### src/rtl/gray_pkg.sv
// gray_pkg -- shared constants for the RGB-to-grayscale datapath.
// Luma weights (sum to 256), rounding constant and final right shift.
// The weights are held at WT_W bits so the shift-and-add helper can walk
// their bits directly.
package gray_pkg;

  localparam int unsigned SHIFT = 8;
  localparam int unsigned WT_W  = SHIFT;
  localparam int unsigned ROUND = 128;

  localparam logic [WT_W-1:0] W_R = 8'd77;   // 64+8+4+1
  localparam logic [WT_W-1:0] W_G = 8'd150;  // 128+16+4+2
  localparam logic [WT_W-1:0] W_B = 8'd29;   // 16+8+4+1

endpackage

### src/rtl/rgb_to_gray_pipe_adder.sv
// full_adder / ripple_adder -- carry-ripple adder built from 1-bit cells.
// full_adder : i_a, i_b, i_c -> o_s (sum), o_c (carry out)
// ripple_adder #(W) : i_a, i_b [W-1:0] -> o_sum [W-1:0] (modulo 2^W)
module full_adder (
  input  logic i_a,
  input  logic i_b,
  input  logic i_c,
  output logic o_s,
  output logic o_c
);
  assign o_s = i_a ^ i_b ^ i_c;
  assign o_c = (i_a & i_b) | (i_c & (i_a ^ i_b));
endmodule

module ripple_adder #(
  parameter int unsigned W = 16
) (
  input  logic [W-1:0] i_a,
  input  logic [W-1:0] i_b,
  output logic [W-1:0] o_sum
);
  logic [W-1:0] w_c;

  assign w_c[0] = 1'b0;

  for (genvar i = 0; i < W - 1; i++) begin : g_cell
    full_adder u_fa (
      .i_a (i_a[i]),
      .i_b (i_b[i]),
      .i_c (w_c[i]),
      .o_s (o_sum[i]),
      .o_c (w_c[i+1])
    );
  end

  // The callers' sums always fit in W bits, so the top bit needs no carry out.
  assign o_sum[W-1] = i_a[W-1] ^ i_b[W-1] ^ w_c[W-1];
endmodule

### src/rtl/rgb_to_gray_pipe.sv
// rgb_to_gray_pipe -- 3-stage elastic RGB to grayscale converter.
// gray = (77*R + 150*G + 29*B + 128) >> 8
// S1: weighted terms, S2: three-term sum, S3: rounded/shifted gray.
// Ports:
//   clk, rst (sync, active-high)
//   in_r/in_g/in_b, in_last, in_valid -> in_ready   input stream
//   out_gray, out_last, out_valid <- out_ready      output stream
//   frame_cnt   frames completed at the output (wraps)
module rgb_to_gray_pipe
  import gray_pkg::*;
#(
  parameter int unsigned PIX_W = 8,
  parameter int unsigned CNT_W = 16
) (
  input  logic             clk,
  input  logic             rst,
  input  logic [PIX_W-1:0] in_r,
  input  logic [PIX_W-1:0] in_g,
  input  logic [PIX_W-1:0] in_b,
  input  logic             in_last,
  input  logic             in_valid,
  output logic             in_ready,
  output logic [PIX_W-1:0] out_gray,
  output logic             out_last,
  output logic             out_valid,
  input  logic             out_ready,
  output logic [CNT_W-1:0] frame_cnt
);
  localparam int unsigned SUM_W = 2 * PIX_W;

  // Constant-weight multiply as a sum of shifted copies; w is a package
  // constant at every call, so this folds to a fixed adder tree.
  function automatic logic [SUM_W-1:0] weigh(input logic [PIX_W-1:0] x,
                                             input logic [WT_W-1:0] w);
    logic [SUM_W-1:0] acc;
    acc = '0;
    for (int unsigned i = 0; i < WT_W; i++) begin
      if (w[i]) acc = acc + (SUM_W'(x) << i);
    end
    return acc;
  endfunction

  logic             r_v1, r_v2, r_v3;
  logic             r_last1, r_last2, r_last3;
  logic [SUM_W-1:0] r_tr, r_tg, r_tb;
  logic [SUM_W-1:0] r_sum;
  logic [PIX_W-1:0] r_gray;
  logic [CNT_W-1:0] r_frame_cnt;

  logic             w_adv1, w_adv2, w_adv3;
  logic [SUM_W-1:0] w_sum_rg, w_sum;

  // A stage advances when empty or when the stage after it advances.
  assign w_adv3   = !r_v3 || out_ready;
  assign w_adv2   = !r_v2 || w_adv3;
  assign w_adv1   = !r_v1 || w_adv2;
  assign in_ready = w_adv1;

  ripple_adder #(.W(SUM_W)) u_add_rg (
    .i_a   (r_tr),
    .i_b   (r_tg),
    .o_sum (w_sum_rg)
  );

  ripple_adder #(.W(SUM_W)) u_add_b (
    .i_a   (w_sum_rg),
    .i_b   (r_tb),
    .o_sum (w_sum)
  );

  // Valid bits, output stage and frame counter.
  always_ff @(posedge clk) begin
    if (rst) begin
      r_v1        <= 1'b0;
      r_v2        <= 1'b0;
      r_v3        <= 1'b0;
      r_last3     <= 1'b0;
      r_gray      <= '0;
      r_frame_cnt <= '0;
    end else begin
      if (w_adv1) r_v1 <= in_valid;
      if (w_adv2) r_v2 <= r_v1;
      if (w_adv3) begin
        r_v3 <= r_v2;
        if (r_v2) begin
          r_last3 <= r_last2;
          r_gray  <= PIX_W'((r_sum + SUM_W'(ROUND)) >> SHIFT);
        end
      end
      if (r_v3 && out_ready && r_last3) r_frame_cnt <= r_frame_cnt + CNT_W'(1);
    end
  end

  // S1/S2 payload; only meaningful while the matching valid bit is set.
  always_ff @(posedge clk) begin
    if (w_adv1 && in_valid) begin
      r_tr    <= weigh(in_r, W_R);
      r_tg    <= weigh(in_g, W_G);
      r_tb    <= weigh(in_b, W_B);
      r_last1 <= in_last;
    end
    if (w_adv2 && r_v1) begin
      r_sum   <= w_sum;
      r_last2 <= r_last1;
    end
  end

  assign out_gray  = r_gray;
  assign out_last  = r_last3;
  assign out_valid = r_v3;
  assign frame_cnt = r_frame_cnt;

endmodule

### config.mk
export PLATFORM = sky130hd
export DESIGN_NAME = rgb_to_gray_pipe
export DESIGN_NICKNAME = d
export VERILOG_FILES = /design/src/rtl/gray_pkg.sv /design/src/rtl/rgb_to_gray_pipe_adder.sv /design/src/rtl/rgb_to_gray_pipe.sv
export SDC_FILE = /design/constraint.sdc
export NUM_CORES = 1
export LEC_CHECK = 0
export ABC_AREA = 1
export CORE_MARGIN = 2
export CORE_UTILIZATION = 55
export DETAILED_ROUTE_END_ITERATION = 7
export HOLD_SLACK_MARGIN = 0.03
export MAX_ROUTING_LAYER = met4
export PLACE_DENSITY = 0.77
export SLEW_MARGIN = 20
export SYNTH_ARGS = -nofsm -noshare
export SYNTH_HDL_FRONTEND = slang
export SYNTH_SLANG_ARGS = --single-unit
### constraint.sdc
create_clock -name clk -period 13.7 [get_ports clk]
set_input_delay 2.74 -clock clk [delete_from_list [all_inputs] [get_ports clk]]
set_output_delay 2.74 -clock clk [all_outputs]
set_load 0.05 [all_outputs]
==> results of run 1 <==
synthesized netlist by cell type:
cell,instances,area [µm²]
a31oi_1,2,12.5
nand3_1,29,145
nor2_2,2,12.5
clkbuf_1,4,15.0
fa_1,28,561
inv_2,5,18.8
o211ai_1,4,30.0
a21o_1,2,15.0
o221ai_1,3,26.3
xnor2_1,19,166
clkinv_2,1,5.00
nor3b_1,1,7.51
buf_2,1,5.00
nor3_1,6,30.0
ha_1,74,926
nand4_1,10,62.6
a21oi_1,68,340
xor2_1,44,385
nand3_2,1,10.0
and2_1,2,12.5
o21ai_2,1,8.76
inv_1,139,522
nand2_1,96,360
nand2_2,4,25.0
nor3b_2,1,12.5
nor2_4,2,22.5
nor2_1,42,158
o311ai_1,3,26.3
a21boi_0,1,7.51
o21ai_1,13,65.1
nand3b_1,3,22.5
nand3_4,1,17.5
edfxtp_1,54,1620
o21bai_1,6,45.0
dfxtp_1,28,561
nor4_1,2,12.5
o21ai_0,5,25.0
o21a_1,1,7.51
nor3_4,2,32.5
per-stage QoR:
stage	area [µm²]	total power, mW	std cells	worst slack [ps]	util
6_report	7360	1.18	920	6590	0.650
5_1_grt	7360	1.29	920	6520	0.650
4_1_cts	7360	1.19	920	6590	0.650
3_5_place_dp	7060	0.941	904	6590	0.623
3_3_place_gp	7060	0.904	904	6620	0.623
2_1_floorplan	6340	0.810	710	7470	-
how the worst max path moves through the flow:
stage	cells past startpoint	slack [ps]	to	from
floorplan	19	7470	r_sum[15]$_DFFE_PP_	r_tr[1]$_DFFE_PP_
global placement	6	6620	in_ready	out_ready
detailed placement	6	6590	in_ready	out_ready
CTS	6	6590	in_ready	out_ready
global route	6	6520	in_ready	out_ready
finish	6	6590	in_ready	out_ready
worst max-delay path: cells and delay by family:
kind          cells  cell delay, ps
simple gates      3             250
buf+inv           3            1390
logic make-up after synthesis:
group | after synthesis | synth area share
fa+ha+maj | 102 | 0.235
simple gates | 204 | 0.149
compound gates | 109 | 0.0961
flops | 82 | 0.344
buf+inv | 150 | 0.0892
xor+xnor | 63 | 0.0871
power groups by stage:
stage	clock [mW]	combinational (mW)	sequential, mW
floorplan	0	0.415	0.395
global placement	0	0.511	0.393
detailed placement	0	0.546	0.395
CTS	0.248	0.553	0.390
global route	0.258	0.637	0.396
finish	0.243	0.544	0.390
flip-flops by register name (all words and copies together) (netlist names):
| signal | cells |
|---|---|
| r_v1 | 1 |
| frame_cnt | 16 |
| out_last | 1 |
| r_last2 | 1 |
| r_sum | 9 |
| out_valid | 1 |
| out_gray | 8 |
| r_tb | 13 |
| r_last1 | 1 |
| r_v2 | 1 |
| r_tg | 15 |
| r_tr | 15 |
layout make-up:
class                      instances  share of cell area
multi-input combinational        478               0.488
sequential                        82               0.296
timing repair buffer              56              0.0758
inverter                         145              0.0741
clock buffer                      12              0.0379
tap                              143              0.0243
clock inverter                     4             0.00391
placed cells by master, fill, tap and decap left out, types with 28 or more instances in the layout:
cell type / Yosys / final
a21oi_1: 68 / 68
clkdlybuf4s50_1: 0 / 55
dfxtp_1: 28 / 28
edfxtp_1: 54 / 54
fa_1: 28 / 28
ha_1: 74 / 74
inv_1: 139 / 139
nand2_1: 96 / 96
nand3_1: 29 / 29
nor2_1: 42 / 42
xor2_1: 44 / 44
metal layers:
| metal | vias to the layer above | part of all wire | global-route usage |
|---|---|---|---|
| met1 | 2275 | 0.43 | 0.240 |
| met2 | 111 | 0.51 | 0.363 |
| met3 | 17 | 0.045 | 0.0506 |
| met4 | 0 | 0.014 | 0.0494 |
| li1 | 2466 | - | - |
| met5 | - | 0 | - |
==> impl_metrics.toml, run 1 <==
[synth]
synth_cell_types = 39
seq_area_frac_synth = 0.344
synthesis.area_um2 = 6340
ys_warn_count = 0
synth_area_per_cell_um2 = 8.93
synth-seq-cells = 82
syn_inst = 710
synth.net_count = 841

[drt]
drc = 0
num_vias = 4869
ant_nets = 0
routedWlPerCell_um = 12.8
routed_wl_um = 11700
firstDrtPassIters = 5
drt_iter0_markers = 261
viasPerCell = 5.29

[global_route]
grt_pass1_wl_um = 20600
grt_pass1_vias = 4799
overflow = 0
antenna_found_initial = 0
grt_max_degree = 45
grt_usage = 0.207

[clock_network]
cts_tree = "built"
holdBufCountCts = 0
cts_root_buffer = "clkbuf_16"
cts_setup_buffers = 0
clock_path_buffers = 2
cts_buffers = 9
path_clk_slew_ps = 60
cts_max_level = 3
cts_resized = 0
clock_latency_ps = 340
clock-sinks = 82

[critical_path]
cp_max_fo = 3
reg2reg_depth = 19
crit_path_end_kind = "output port"
r2r_start = "r_tg[1]$_DFFE_PP_"
max_stage_delay_ps = 810
timing.rr.end = "r_sum[15]$_DFFE_PP_"
required_ps = 10960
path_cells = "clkdlybuf4s50_1 > inv_1 > nand2_1 > nor2_1 > nand2_1 > clkdlybuf4s50_1"
startpoint_type = "input pin"
cp.arrival_ps = 4370
critPathKind = "input pin to output port"
crit_path_top_delay_cell = "clkdlybuf4s50_1"
r2r_slack_ps = 7090

[layout]
multiInputGateArea_um2 = 3590
seq_area_um2 = 2180
layout.nets = 903
area_delta_synth_final_pct = 16.2
antenna_cells = 0
nFillCells = 915
drive_gt1_frac = 0.0463

[timing]
worst_pin_slew_ps = 665
hold_viol_final = 0
min_period_ps = 7110
hold_ws_ps = 419
slew_headroom = 0.555
drv_slew = 0
fin_skew_ps = 6.92
finalSetupTns_ps = 0
setup_violations = 0
period_share = 0.519
max_clock_freq_ghz = 0.141
rsz0062_at_grt = "no"

[placement]
port_buffers = 55
gp_congestion = 0.901
post-dp-hpwl_um = 9370

[floorplan]
die_y_um = 111
start_util = 0.560
die_w_um = 111
rows = 39
fp.dieArea_um2 = 12400
core-area_um2 = 11300
io_pins = 56

[power]
power_frac_comb = 0.462
power.leakage_nw = 3.39
seqPwrFrac = 0.331
switching_share = 0.366
p_int_mw = 0.746
clkPwrFrac = 0.206
vdd_drop_max_mv = 0.0979
power.density_nw_per_um2 = 160
switchingPower_mw = 0.430

[hold_path]
hold_class = "flop to flop"
min_to = "r_last2$_DFFE_PP_"
min_from = "r_last1$_DFFE_PP_"
whs_path_depth = 0

[job]
timing.max_cap.violations = 0

[status]
outcome = "complete, no violations"
Power figures use the tool's default switching activity.
==> run 2, diff against run 1 <==
Clock period 13.7 ns to 6.7 ns, I/O delays scaled along.
==> impl_metrics.toml, run 2 (synthesis gave the netlist of run 1 again) <==
[clock_network]
clock-sinks = 82
path_clk_slew_ps = 60
cts_setup_buffers = 0
cts_max_level = 3
cts_root_buffer = "clkbuf_16"
cts_tree = "built"
clock_path_buffers = 2
cts_buffers = 9
clock_latency_ps = 340
cts_resized = 0
holdBufCountCts = 0

[critical_path]
max_stage_delay_ps = 490
r2r_start = "r_tr[1]$_DFFE_PP_"
critPathKind = "flop to flop"
path_cells = "ha_1 > inv_1 > fa_1 > fa_1 > fa_2 > fa_1 > fa_1 > fa_1 > fa_1 > fa_1 > fa_1 > fa_1 > fa_2 > fa_1 > fa_1 > inv_1 > ha_1 > xnor2_1 > xor2_1"
required_ps = 6780
startpoint = "r_tr[1]$_DFFE_PP_"
crit_top_cell = "fa_1"
path_buf_inv = 2
cp_top_family = "adder cells"
cp_max_fo = 1
cp.arrival_ps = 6570
crit_path_end_kind = "flop"
startpoint_type = "flop"
crit_path_top_delay_cell = "fa_1"

[layout]
multiInputGateArea_um2 = 3600
nFillCells = 929
seq_area_um2 = 2180
drive_gt1_frac = 0.0489
area_delta_synth_final_pct = 16.2
layout.nets = 903
largest_reg_flops = 16
antenna_cells = 0
layout_common_cells = "inv_1, nand2_1, ha_1"
mostFrequentLayoutCell = "inv_1"

[power]
vdd_drop_max_mv = 0.227
power.density_nw_per_um2 = 332
power.leakage_nw = 3.38

[timing]
min_period_ps = 6480
fin_skew_ps = 5.25
drv_slew = 0
slew_headroom = 0.539
period_share = 0.967
max_clock_freq_ghz = 0.154
hold_viol_final = 0
rsz0062_at_grt = "no"
setup_violations = 0
worst_pin_slew_ps = 689
hold_ws_ps = 426
finalSetupTns_ps = 0

[floorplan]
die_w_um = 111
die_y_um = 111
io_pins = 56
core-area_um2 = 11300
rows = 39
fp.dieArea_um2 = 12400
start_util = 0.560

[global_route]
antenna_found_initial = 0
grt_use_met2 = 0.378
grt_usage = 0.210
grt_pass1_wl_um = 21000
use_met3 = 0.0419
grt_max_degree = 45
overflow = 0
grt_pass1_vias = 4895
use_met1 = 0.235
grt.busiest_layer = "met2"

[drt]
routed_wl_um = 12000
drc = 0
ant_nets = 0
num_vias = 4816
firstDrtPassIters = 4
routedWlPerCell_um = 13.0
drt_iter0_markers = 312
viasPerCell = 5.23

[placement]
port_buffers = 55
gp_congestion = 0.903
post-dp-hpwl_um = 9480

[job]
timing.max_cap.violations = 0

[hold_path]
min_from = "r_last1$_DFFE_PP_"
hold_class = "flop to flop"

[status]
outcome = "complete, no violations"
-- run 2: cell types whose count changed in the layout (fill, tap and decap cells not counted), sizes merged --
cell      change
clkbuf        -3
clkinv        +3
inv           -2
bufinv        +1
clkinvlp      +1
-- run 2: path summary, 6_finish.rpt --
| path | to | slack (ps) | cells past startpoint |
|---|---|---|---|
| hold / removal | r_last2$_DFFE_PP_ | 430 | 0 |
| hold reg to reg | r_last2$_DFFE_PP_ | 430 | 0 |
| setup / recovery | r_sum[15]$_DFFE_PP_ | 220 | 19 |
| setup reg to reg | r_sum[15]$_DFFE_PP_ | 220 | 19 |
-- run 2: through the flow --
step / area, µm² / utilization / setup slack, ps / instances / total power, mW
4_1_cts: 7360 / 0.650 / 136 / 920 / 2.47
6_report: 7360 / 0.651 / 219 / 920 / 2.44
3_3_place_gp: 7060 / 0.623 / 260 / 904 / 1.85
5_1_grt: 7360 / 0.651 / 8.01 / 920 / 2.70
2_1_floorplan: 6340 / - / 470 / 710 / 1.66
3_5_place_dp: 7060 / 0.623 / 148 / 904 / 1.94
-- run 2: where the power goes --
part	total, mW	switching (mW)	internal (mW)
sequential	0.797	0.0466	0.750
combinational	1.15	0.659	0.495
clock	0.493	0.201	0.292
-- run 2: cell type report --
| type | instances | area share |
|---|---|---|
| Multi-Input combinational cell | 478 | 0.488 |
| Tap cell | 143 | 0.0243 |
| Inverter | 145 | 0.0741 |
| Clock buffer | 9 | 0.0306 |
| Clock inverter | 7 | 0.0107 |
| Timing Repair Buffer | 56 | 0.0758 |
| Sequential cell | 82 | 0.296 |
-- run 2: per-layer routing --
layer / part of all wire / routed length, µm / vias to the layer above
met3: 0.034 / 409 / 17
met5: 0 / 0 / -
li1: - / - / 2455
met2: 0.51 / 6170 / 90
met4: 0.016 / 187 / 0
met1: 0.44 / 5220 / 2254
-- run 2: worst register-to-register path: cells and delay by family (launching register included) --
family | cells | cell delay, ps
XOR/XNOR | 2 | 270
flip-flops | 1 | 330
buffers and inverters | 2 | 80
adder cells (fa/ha/maj) | 15 | 5560
